===== config.mk =====
export PLATFORM = sky130hd
export DESIGN_NAME = prioritet_iterator
export DESIGN_NICKNAME = d
export VERILOG_FILES = /design/src/rtl/prioritet_iterator.sv
export SDC_FILE = /design/constraint.sdc
export NUM_CORES = 1
export LEC_CHECK = 0
export CORE_ASPECT_RATIO = 1.25
export CORE_MARGIN = 4
export CORE_UTILIZATION = 52
export DETAILED_ROUTE_END_ITERATION = 16
export PLACE_DENSITY = 0.87
export SETUP_SLACK_MARGIN = 0.05
export SLEW_MARGIN = 30
export SYNTH_ARGS = -nofsm -noshare
export SYNTH_HDL_FRONTEND = slang
export SYNTH_SLANG_ARGS = --single-unit

===== constraint.sdc =====
create_clock -name clk -period 4.9 [get_ports clk]
set_input_delay 1.225 -clock clk [delete_from_list [all_inputs] [get_ports clk]]
set_output_delay 1.225 -clock clk [all_outputs]
set_load 0.005 [all_outputs]

===== src/rtl/prioritet_iterator.sv =====
// Sequential priority iterator: accepts a request vector and walks its set bits
// one beat at a time, highest (or lowest) index first, with popcount and beat index.
module prioritet_iterator #(
    parameter int DATA_W    = 16,
    parameter int POS_W     = $clog2(DATA_W),
    parameter int CNT_W     = $clog2(DATA_W + 1),
    parameter bit MSB_FIRST = 1'b1
) (
    input  logic              clk,
    input  logic              rst,
    input  logic              in_valid,
    output logic              in_ready,
    input  logic [DATA_W-1:0] in_data,
    output logic              out_valid,
    input  logic              out_ready,
    output logic [POS_W-1:0]  out_pos,
    output logic [POS_W-1:0]  out_idx,
    output logic              out_last,
    output logic              out_empty,
    output logic [CNT_W-1:0]  bit_count
);

    typedef enum logic [0:0] {
        IDLE = 1'b0,
        SCAN = 1'b1
    } state_t;

    state_t             state_r;
    logic [DATA_W-1:0]  shadow_r;
    logic [CNT_W-1:0]   bit_count_r;
    logic [POS_W-1:0]   out_idx_r;

    logic               scan_s;
    logic               empty_s;
    logic               one_hot_s;
    logic               last_s;
    logic               beat_s;
    logic               in_ready_s;
    logic               accept_s;
    logic [POS_W-1:0]   enc_pos_s;
    logic [DATA_W-1:0]  clear_mask_s;

    function automatic logic [CNT_W-1:0] popcount(input logic [DATA_W-1:0] d);
        logic [CNT_W-1:0] c;
        c = {CNT_W{1'b0}};
        for (int i = 0; i < DATA_W; i++) begin
            c = c + CNT_W'(d[i]);
        end
        return c;
    endfunction

    // Later matches overwrite earlier ones, so scan order sets the winning end.
    function automatic logic [POS_W-1:0] prio_enc(input logic [DATA_W-1:0] d,
                                                  input logic msb_first);
        logic [POS_W-1:0] p;
        p = {POS_W{1'b0}};
        for (int i = 0; i < DATA_W; i++) begin
            if (msb_first) begin
                p = d[i] ? POS_W'(i) : p;
            end else begin
                p = d[DATA_W-1-i] ? POS_W'(DATA_W - 1 - i) : p;
            end
        end
        return p;
    endfunction

    // Beat decode, handshakes and the mask that retires the current position.
    always_comb begin
        scan_s       = (state_r == SCAN);
        empty_s      = scan_s & (bit_count_r == {CNT_W{1'b0}});
        one_hot_s    = (shadow_r != {DATA_W{1'b0}}) &
                       ((shadow_r & (shadow_r - DATA_W'(1'b1))) == {DATA_W{1'b0}});
        last_s       = scan_s & (one_hot_s | empty_s);
        enc_pos_s    = scan_s ? prio_enc(shadow_r, MSB_FIRST) : {POS_W{1'b0}};
        clear_mask_s = DATA_W'(1'b1) << enc_pos_s;
        beat_s       = scan_s & out_ready;
        in_ready_s   = ~rst & (~scan_s | (beat_s & last_s));
        accept_s     = in_valid & in_ready_s;
    end

    // Vector capture, bit retirement and state sequencing; a new accept wins over the last beat.
    always_ff @(posedge clk) begin
        if (rst) begin
            state_r     <= IDLE;
            shadow_r    <= {DATA_W{1'b0}};
            bit_count_r <= {CNT_W{1'b0}};
            out_idx_r   <= {POS_W{1'b0}};
        end else if (accept_s) begin
            state_r     <= SCAN;
            shadow_r    <= in_data;
            bit_count_r <= popcount(in_data);
            out_idx_r   <= {POS_W{1'b0}};
        end else if (beat_s) begin
            shadow_r <= shadow_r & ~clear_mask_s;
            if (last_s) begin
                state_r <= IDLE;
            end else begin
                out_idx_r <= out_idx_r + POS_W'(1'b1);
            end
        end
    end

    assign in_ready  = in_ready_s;
    assign out_valid = scan_s;
    assign out_pos   = enc_pos_s;
    assign out_idx   = out_idx_r;
    assign out_last  = last_s;
    assign out_empty = empty_s;
    assign bit_count = bit_count_r;

endmodule

==> impl_metrics.py <==
metrics = {
    "place": {
        "port_buffers": 36,
        "hpwl_um": 3810,
        "post_dp_cell_area_sq_um": 2330,
        "gp_congestion": 0.946,
    },
    "setup_path": {
        "cp_num_cells": 13,
        "critical_path.max_fanout": 2,
        "crit_slowest_cell": "fa_1",
        "crit_path_frequent_cell": "fa_1",
        "worst-r2r-cell-count": 8,
        "worstPathCellList": "clkdlybuf4s50_1 > fa_1 > inv_1 > fa_1 > fa_1 > fa_1 > inv_1 > ha_1 > inv_1 > fa_1 > nor2b_1 > o21ai_0 > o21ai_1",
        "critical_path_class": "in -> reg",
        "path_delay_family": "adder cells",
        "crit_required_ns": 5.10,
        "startpoint_type": "input pin",
        "slowest_delay_ns": 0.55,
        "critPathBufInv": 4,
        "r2r_setup_slack_ns": 1.65,
        "critPathCaptureType": "register",
        "cp_data_arrival_time_ns": 4.70,
    },
    "yosys": {
        "synth_flop_cell": "dfxtp_1",
        "yosysWarnings": 0,
        "syn_nets": 250,
        "avgSynthCellArea_sq_um": 9.10,
        "ys_ff_latch": 26,
        "ys_seq_area_frac": 0.267,
        "synth.area.top_cells": "dfxtp_1 27%, fa_1 10%, mux2_4 9.3%, inv_1 5.4%, ha_1 3.9%",
        "syn_area_sq_um": 1950,
        "yosys.area.top_type_share": 0.267,
        "synthCells": 214,
        "synth_edf_count": 0,
        "ys_async_sr_fraction": 0,
        "yosysTopAreaCell": "dfxtp_1",
        "post_synth_num_cell_types": 52,
    },
    "routing": {
        "routed_via_density": 6.13,
        "drtIter0Drc": 78,
        "remaining_drc_errors": 0,
        "drt_wl_total_um": 4760,
        "wire_per_inst_um": 16.6,
        "firstDrtPassIters": 4,
        "num_vias": 1754,
        "ant_nets": 0,
    },
    "sta": {
        "min_period_ns": 4.50,
        "fin_tns_setup_ns": 0,
        "rsz0062_at_grt": "false",
        "slew_violations": 0,
        "post-route-period-util": 0.918,
        "setup_viol": 0,
        "worstMarginPinSlew_ns": 0.930,
        "finalHoldViolations": 0,
        "max_slew_margin": 0.380,
        "fin_skew_ns": 0.00399,
        "clock.fmax_mhz": 222,
    },
    "floorplan": {
        "die_area_sq_um": 4790,
        "num_rows": 24,
        "fp.dieH_um": 76.4,
        "top_level_ports": 37,
        "initial_core_util": 0.549,
        "core_sq_um": 3540,
        "die_w_um": 62.7,
    },
    "clock_network": {
        "htreeDepth": 1,
        "cts_tree": "done",
        "numCtsBuffers": 3,
        "cts.sinks": 26,
        "clkSlewWorstSetupHoldPaths_ns": 0.08,
        "cts_resized": 0,
        "post_cts_buffers": 0,
        "cts-root-buf": "clkbuf_8",
        "clock_latency_ns": 0.27,
        "ctsHoldBuffers": 0,
        "clk_path_buf_depth": 2,
    },
    "pwr": {
        "powerDensity_nw_per_um2": 344,
        "vdd_drop_max_mv": 0.271,
        "power.leakage_nw": 0.989,
    },
    "finish": {
        "syn_to_final_growth_pct": 22.3,
        "diodes": 0,
        "most-common-layout-cells": "36 x clkdlybuf4s50_1, 28 x inv_1, 26 x dfxtp_1",
        "postLayoutCoreUtil": 0.672,
        "final_layout_size_suffix_gt1_frac": 0.0931,
        "final_common_cell": "clkdlybuf4s50_1",
        "nets": 284,
        "fin_area_sq_um": 2380,
    },
    "min_path": {
        "min-delay-path-class": "reg -> reg",
        "hold_depth": 2,
    },
    "global_routing": {
        "grt_first_pass_wirelength_um": 8180,
        "grt_pass1_vias": 1737,
        "antenna_found_initial": 0,
        "grt_usage": 0.209,
        "grt_start_max_net_pins": 22,
        "grt_remaining_overflow": 0,
    },
    "run": {
        "cap_viol_max_count": 0,
    },
    "status": {
        "status": "finished clean",
    },
}
==> cells in the mapped netlist (5+ instances only) <==
library cell,instances
a211oi_1,5
mux2_4,12
ha_1,6
a21oi_1,11
fa_1,10
nor4_1,6
nand2_1,13
dfxtp_1,26
nor3_1,8
nor2_1,8
o21ai_0,5
inv_1,28
o21ai_1,6
clkbuf_1,7
o211ai_1,7
==> power breakdown <==
group	total, W	internal (W)	switching, W
logic	0.000404	0.000206	0.000198
registers	0.000278	0.000240	0.0000377
clock network	0.000137	0.0000718	0.0000656
total	0.000819	0.000518	0.000301
==> path summary, 6_finish.rpt <==
path                 from      endpoint
min reg2reg  bit_count[2]  bit_count[2]
max reg2reg   shadow_r[4]   shadow_r[0]
min          bit_count[2]  bit_count[2]
max            in_data[0]  bit_count[4]
==> layer usage <==
layer / share of wire / GRT usage
met2: 0.53 / 0.380
met3: 0.040 / 0.0118
met4: 0.028 / 0.0949
met5: 0 / 0
met1: 0.40 / 0.250
==> stage by stage <==
stage	instances	hold WS [ns]	total power (W)	setup WS, ns
finish	286	0.524	0.000819	0.399
global route	286	0.545	0.000886	0.190
CTS	286	0.523	0.000822	0.380
detailed placement	282	0.509	0.000685	0.106
global placement	282	0.508	0.000668	0.175
floorplan	214	0.497	0.000544	0.747
==> cell type report <==
class | count | area (sq um)
Clock buffer | 4 | 55.1
Fill cell | 287 | 1160
Inverter | 28 | 105
Multi-Input combinational cell | 150 | 1270
Sequential cell | 26 | 520
Tap cell | 39 | 48.8
Timing Repair Buffer | 39 | 383
==> state kept, by name (all words and copies together), names as in the netlist <==
signal / count
bit_count: 5
out_idx: 4
out_valid: 1
shadow_r: 16
==> logic make-up after synthesis <==
logic type	synth area share
AO/OA/AOI/OAI	0.220
XOR/XNOR	0.0225
adder cells (fa/ha/maj)	0.147
buffers and inverters	0.0810
flip-flops	0.267
multiplexers	0.114
AND/OR/NAND/NOR	0.149
==> worst register-to-register path, delay by kind of cell, from the launching register on <==
kind	cells	cell delay, ns
and+or+nand+nor	3	1.55
buffers and inverters	1	0.19
AOI/OAI and AO/OA	3	0.64
muxes	1	0.37
DFF	1	0.38
No activity file was read; power rests on OpenSTA's default activity.
